===== src/rtl/ring_traffic_injector_if.sv =====
// Local-port handshake between a ring traffic injector and its router.
interface ring_traffic_injector_if #(
    parameter int PACKET_SIZE = 49
);
    logic [PACKET_SIZE-1:0] pkt_out;
    logic                   pkt_valid;
    logic                   pkt_ready;

    modport master (output pkt_out, output pkt_valid, input pkt_ready);
    modport slave  (input pkt_out, input pkt_valid, output pkt_ready);
endinterface


===== src/rtl/ring_traffic_injector.sv =====
// Synthetic traffic source for one ring node: builds packets on injection slots,
// buffers them in a small FIFO and offers them to the router local port.
module ring_traffic_injector #(
    parameter int NUM_NODES            = 8,
    parameter int ROUTER_ID            = 0,
    parameter int PACKET_SIZE          = 49,
    parameter int BUFFER_SIZE          = 4,
    parameter int NUM_PACKETS_PER_NODE = 20,
    parameter int TRAFFIC_PATTERN      = 0
) (
    input  logic                    clk,
    input  logic                    rst_n,
    input  logic [15:0]             clk_counter,
    input  logic [15:0]             inject_clk_ref,
    ring_traffic_injector_if.master pkt_if,
    output logic [63:0]             total_packet_sent,
    output logic [63:0]             total_inject_blocked,
    output logic                    done
);
    typedef enum logic [1:0] {GEN, DRAIN, DONE} state_t;

    localparam int             PTR_W     = $clog2(BUFFER_SIZE);
    localparam logic [PTR_W:0] FULL_CNT  = (PTR_W+1)'(BUFFER_SIZE);
    localparam logic [15:0]    NODES16   = 16'(NUM_NODES);
    localparam logic [15:0]    ID16      = 16'(ROUTER_ID);
    localparam logic [15:0]    TARGET    = 16'(NUM_PACKETS_PER_NODE);
    localparam logic [15:0]    SUM_NEIGH = ID16 + 16'd1;
    localparam logic [15:0]    SUM_TORN  = ID16 + (NODES16 >> 1);
    // Destination is fixed per instance; sums wrap at 16 bits before the modulo.
    localparam logic [15:0]    DEST      = (TRAFFIC_PATTERN == 1) ? (SUM_NEIGH % NODES16) :
                                           (TRAFFIC_PATTERN == 2) ? (SUM_TORN % NODES16) :
                                           (NODES16 - 16'd1 - ID16);
    localparam logic           SELF_DEST = (DEST == ID16);
    localparam state_t         RST_STATE = (NUM_PACKETS_PER_NODE == 0) ? DRAIN : GEN;

    state_t                 state, state_next;
    logic [PACKET_SIZE-1:0] mem [BUFFER_SIZE];
    logic [PTR_W-1:0]       wr_ptr, rd_ptr;
    logic [PTR_W:0]         count;
    logic [15:0]            gen_cnt;
    logic                   attempt, full, gen_inc, push, pop, not_empty;
    logic [PACKET_SIZE-1:0] new_pkt;

    assign not_empty = (count != '0);
    assign full      = (count == FULL_CNT);
    assign attempt   = (state == GEN) && (inject_clk_ref == 16'd0);
    assign gen_inc   = attempt && !full;
    assign push      = gen_inc && !SELF_DEST;
    assign pop       = not_empty && pkt_if.pkt_ready;
    assign new_pkt   = {1'b1, clk_counter, ID16, DEST};

    assign pkt_if.pkt_valid = not_empty;
    assign pkt_if.pkt_out   = not_empty ? mem[rd_ptr] : '0;
    assign done             = (state == DONE);

    always_ff @(posedge clk or negedge rst_n) begin
        if (!rst_n) state <= RST_STATE;
        else        state <= state_next;
    end

    // NOTE: every output of a combinational block gets a default first so no latch is inferred.
    always_comb begin
        state_next = state;
        case (state)
            GEN:     if (gen_inc && ((gen_cnt + 16'd1) == TARGET)) state_next = DRAIN;
            DRAIN:   if (!not_empty) state_next = DONE;
            DONE:    state_next = DONE;
            default: state_next = RST_STATE;
        endcase
    end

    // NOTE: packet storage has no reset; pkt_out is masked by the occupancy count instead.
    always_ff @(posedge clk) begin
        if (push) mem[wr_ptr] <= new_pkt;
    end

    always_ff @(posedge clk or negedge rst_n) begin
        if (!rst_n) begin
            wr_ptr               <= '0;
            rd_ptr               <= '0;
            count                <= '0;
            gen_cnt              <= '0;
            total_packet_sent    <= '0;
            total_inject_blocked <= '0;
        end else begin
            if (push) wr_ptr <= wr_ptr + 1'b1;
            if (pop) begin
                rd_ptr            <= rd_ptr + 1'b1;
                total_packet_sent <= total_packet_sent + 64'd1;
            end
            case ({push, pop})
                2'b10:   count <= count + 1'b1;
                2'b01:   count <= count - 1'b1;
                default: count <= count;
            endcase
            if (gen_inc) gen_cnt <= gen_cnt + 16'd1;
            // The full test uses the registered count, so a same-cycle pop still blocks.
            if (attempt && full) total_inject_blocked <= total_inject_blocked + 64'd1;
        end
    end
endmodule


===== src/flat_wrapper.sv =====
// flat-port wrapper written by rule: the top's interface ports become plain ports
module ring_traffic_injector_flat 
#(
    parameter int NUM_NODES            = 8,
    parameter int ROUTER_ID            = 0,
    parameter int PACKET_SIZE          = 49,
    parameter int BUFFER_SIZE          = 4,
    parameter int NUM_PACKETS_PER_NODE = 20,
    parameter int TRAFFIC_PATTERN      = 0
)
  (clk, rst_n, clk_counter, inject_clk_ref, total_packet_sent, total_inject_blocked, done, pkt_if_pkt_out, pkt_if_pkt_valid, pkt_if_pkt_ready);
  ring_traffic_injector_if #(.PACKET_SIZE(PACKET_SIZE)) pkt_if_i ();
  input  logic clk;
  input  logic rst_n;
  input  logic [15:0] clk_counter;
  input  logic [15:0] inject_clk_ref;
  output logic [63:0] total_packet_sent;
  output logic [63:0] total_inject_blocked;
  output logic done;
  output wire logic [$bits(pkt_if_i.pkt_out)-1:0] pkt_if_pkt_out;
  output wire logic [$bits(pkt_if_i.pkt_valid)-1:0] pkt_if_pkt_valid;
  input wire logic [$bits(pkt_if_i.pkt_ready)-1:0] pkt_if_pkt_ready;
  assign pkt_if_pkt_out = pkt_if_i.pkt_out;
  assign pkt_if_pkt_valid = pkt_if_i.pkt_valid;
  assign pkt_if_i.pkt_ready = pkt_if_pkt_ready;
  ring_traffic_injector #(.NUM_NODES(NUM_NODES), .ROUTER_ID(ROUTER_ID), .PACKET_SIZE(PACKET_SIZE), .BUFFER_SIZE(BUFFER_SIZE), .NUM_PACKETS_PER_NODE(NUM_PACKETS_PER_NODE), .TRAFFIC_PATTERN(TRAFFIC_PATTERN)) u_core (.clk(clk), .rst_n(rst_n), .clk_counter(clk_counter), .inject_clk_ref(inject_clk_ref), .pkt_if(pkt_if_i), .total_packet_sent(total_packet_sent), .total_inject_blocked(total_inject_blocked), .done(done));
endmodule

===== config.mk =====
export PLATFORM = sky130hd
export DESIGN_NAME = ring_traffic_injector_flat
export DESIGN_NICKNAME = d
export VERILOG_FILES = /design/src/rtl/ring_traffic_injector_if.sv /design/src/rtl/ring_traffic_injector.sv /design/src/flat_wrapper.sv
export SDC_FILE = /design/constraint.sdc
export NUM_CORES = 1
export LEC_CHECK = 0
export CAP_MARGIN = 20
export CORE_MARGIN = 8
export CORE_UTILIZATION = 40
export DETAILED_ROUTE_END_ITERATION = 12
export PLACE_DENSITY = 0.69
export RECOVER_POWER = 25
export SLEW_MARGIN = 20
export SYNTH_ARGS = -nofsm -noshare
export SYNTH_HDL_FRONTEND = slang
export SYNTH_SLANG_ARGS = --single-unit

===== constraint.sdc =====
create_clock -name clk -period 4.1 [get_ports clk]
set_input_delay 0.82 -clock clk [delete_from_list [all_inputs] [get_ports clk]]
set_output_delay 0.82 -clock clk [all_outputs]
set_load 0.03 [all_outputs]

==> impl_metrics.csv <==
group,metric,value,unit
outcome,outcome,"complete, but fails checks",
outcome,violations,"capacitance limit, slew limit",
cts,clockRootBuffer,"clkbuf_16",
cells_and_area,layout.nets,1048,
logic_synthesis,synth_mux_area_frac,0.0422,
timing,fmax,296,MHz
logic_synthesis,syn_area_per_cell,12.4,µm²
timing,fin_crit,3.38,ns
cts,cts_tree,"done",
timing,max-slew-margin-rel,-0.435,
routing,ant_nets,0,
cts,path_clk_slew,0.06,ns
routing,remaining_drc_errors,0,
timing,min_period_over_period,0.824,
logic_synthesis,ys_warn_count,0,
global_route,grt_pass1_wl,36.8,mm
run,maxCapViolations,1,
logic_synthesis,synth-edff-count,64,
logic_synthesis,syn-instance-count,797,
logic_synthesis,synth_xor_area_frac,0.133,
floorplanning,die-height,173,µm
critical_path,cp.required,3.28,ns
logic_synthesis,synth_ff_type,"dfrtp_1",
timing,setup_ws,0.720,ns
routing,wire_per_inst,17.0,µm
cts,clk_latency,0.51,ns
logic_synthesis,ys_ff_latch,217,
logic_synthesis,synth_area_leaders,"dfrtp_1 39%, edfxtp_1 19%, xnor2_1 8.6%",
logic_synthesis,synthTopCellsByCount,"153 x dfrtp_1, 97 x xnor2_1, 74 x nand2_1",
routing,firstDrtPassIters,4,
cells_and_area,finalNonFillerCells,1342,
critical_path,cp_max_fo,17,
routing,via_count,6514,
power_and_ir_drop,p_per_area,446,nW/µm²
cts,ctsLongestPathBuffers,3,
logic_synthesis,synth_top_family_by_area,"simple AND/OR/NAND/NOR gates",
critical_path,critPathArrivalTime,2.56,ns
place,dp_hpwl,16.3,mm
routing,top_layer_used,"met5",
routing,dr_wl_met3,2.46,mm
place,preCtsSetupSlack,0.493,ns
global_route,grt_antenna_before_repair,4,
routing,routedLengthMet1,9.47,mm
floorplanning,die_w,173,µm
place,dp_cells,1298,
cells_and_area,drive_gt1_frac,0.0914,
power_and_ir_drop,total_power,5.71,mW
floorplanning,rows,57,
logic_synthesis,ys_types,51,
critical_path,endpoint_kind,"output pin",
critical_path,rrSetupSlack,1.50,ns
logic_synthesis,synthSimpleGateAreaFrac,0.182,
routing,wl_met2,10.3,mm
cts,numCtsBuffers,24,
floorplanning,start_util,0.406,
power_and_ir_drop,p_leak,5.32,nW
routing,drtIter0Drc,358,
cts,cts_setup_buffers,0,
cts,htreeDepth,1,
global_route,grt_max_degree,86,
timing,finalSetupTns,0,ns
cells_and_area,area_growth,29.6,%
logic_synthesis,yosysMostFrequentCell,"dfrtp_1",
logic_synthesis,ys_seq_area_frac,0.582,
logic_synthesis,netlist_area,9880,µm²
cts,cts_resized,0,
hold_path,hold_path.class,"register to register",
logic_synthesis,synth_top_cell_by_area,"dfrtp_1",
timing,fin_skew,0.0144,ns
logic_synthesis,yosysTopAreaCellShare,0.387,
timing,setup_viol,0,
global_route,overflow,0,
power_and_ir_drop,vdd_drop_max,319,µV
cts,hold_buffers,0,
place,gp_congestion,0.804,
floorplanning,pin_count,214,
timing,slew_violations,85,
routing,routed_via_density,4.85,
timing,rsz0062_at_grt,"no",
place,placement.io_buffers,184,
floorplanning,die_area,30000,µm²
cts,clock-sinks,217,
global_route,grt.total_usage,0.148,
timing,hold_viol,0,
timing,tightest_slew,2.15,ns
logic_synthesis,synth-adder-area-share,0.0172,
routing,wirelength,22.8,mm
logic_synthesis,async_reset_ff_frac,0.705,
floorplanning,core,24300,µm²
critical_path,path_class,"register to output pin",
critical_path,start_kind,"register",
logic_synthesis,synth_compound_area_frac,0.00785,
global_route,grt_pass1_vias,6914,
-- metal layers --
layer | up-vias | global-route usage
li1 | 3124 | -
met1 | 3153 | 0.174
met2 | 198 | 0.242
met3 | 33 | 0.0725
met4 | 6 | 0.0334
met5 | - | 0
-- power by group --
group	total [mW]	internal, mW	switching [mW]
combinational	1.20	0.540	0.658
clock	2.14	1.30	0.840
sequential	2.38	2.28	0.0964
-- through the flow --
step | cell area [µm²] | utilization | hold WS [ns]
detailed placement | 12000 | 0.494 | 0.466
finish | 12800 | 0.527 | 0.478
global route | 12800 | 0.527 | 0.505
floorplan | 9990 | - | 0.464
global placement | 12000 | 0.494 | 0.465
CTS | 12800 | 0.527 | 0.399
-- critical path: stages (launching register included) --
cell             delay [ns]
dfrtp_1                0.87
mux4_2                 0.43
and2_1                 0.17
clkdlybuf4s50_1        0.59
-- layout make-up --
| class | instances | area, µm² |
|---|---|---|
| Clock inverter | 7 | 98.8 |
| Clock buffer | 36 | 696 |
| Fill cell | 2097 | 11500 |
| Multi-Input combinational cell | 550 | 3880 |
| Timing Repair Buffer | 194 | 1920 |
| Sequential cell | 217 | 5750 |
| Inverter | 13 | 48.8 |
| Antenna cell | 1 | 2.50 |
| Tap cell | 324 | 405 |
-- cell usage in the layout, fill, tap and decap left out, drive strengths merged, types with 5 or more instances in the layout --
cell / synthesis / routed
nand4: 32 / 32
and2: 27 / 27
clkdlybuf4s50: 0 / 167
mux4: 16 / 16
nand3: 61 / 61
edfxtp: 64 / 64
ha: 12 / 12
clkbuf: 7 / 37
dfrtp: 153 / 153
xnor2: 97 / 97
nor4: 11 / 11
nor3: 20 / 20
and3: 28 / 28
dlygate4sd3: 0 / 16
mux2: 5 / 5
inv: 13 / 13
buf: 38 / 10
nor2: 48 / 48
conb: 1 / 29
xor2: 53 / 53
nand2: 74 / 74
and4: 10 / 10
-- path summary, 6_finish.rpt --
path                                                    from                              end  cells past startpoint
worst max-delay path                        u_core.rd_ptr[1]               pkt_if_pkt_out[33]                      3
worst min-delay path            u_core.total_packet_sent[63]     u_core.total_packet_sent[63]                      1
worst max register to register               u_core.state[0]  u_core.total_inject_blocked[45]                      9
worst min register to register  u_core.total_packet_sent[63]     u_core.total_packet_sent[63]                      1
max in group asynchronous                              rst_n     u_core.total_packet_sent[34]                      1
min in group asynchronous                              rst_n     u_core.total_packet_sent[61]                      1
-- cells by family (layout without fill, tap and decap cells) --
| family | count (synthesis) | count (layout) |
|---|---|---|
| fa+ha+maj | 13 | 13 |
| simple gates | 326 | 326 |
| mux | 21 | 21 |
| compound gates | 11 | 11 |
| flops | 217 | 217 |
| other cells | 1 | 30 |
| buf+inv | 58 | 250 |
| xor+xnor | 150 | 150 |
-- registers in the layout, indices dropped and copies added, names as in the netlist --
| register | flops |
|---|---|
| u_core.mem | 64 |
| u_core.total_inject_blocked | 64 |
| u_core.total_packet_sent | 64 |
| u_core.gen_cnt | 16 |
| u_core.count | 3 |
| u_core.rd_ptr | 2 |
| u_core.state | 2 |
| u_core.wr_ptr | 2 |
No activity file was read; power rests on OpenSTA's default activity.
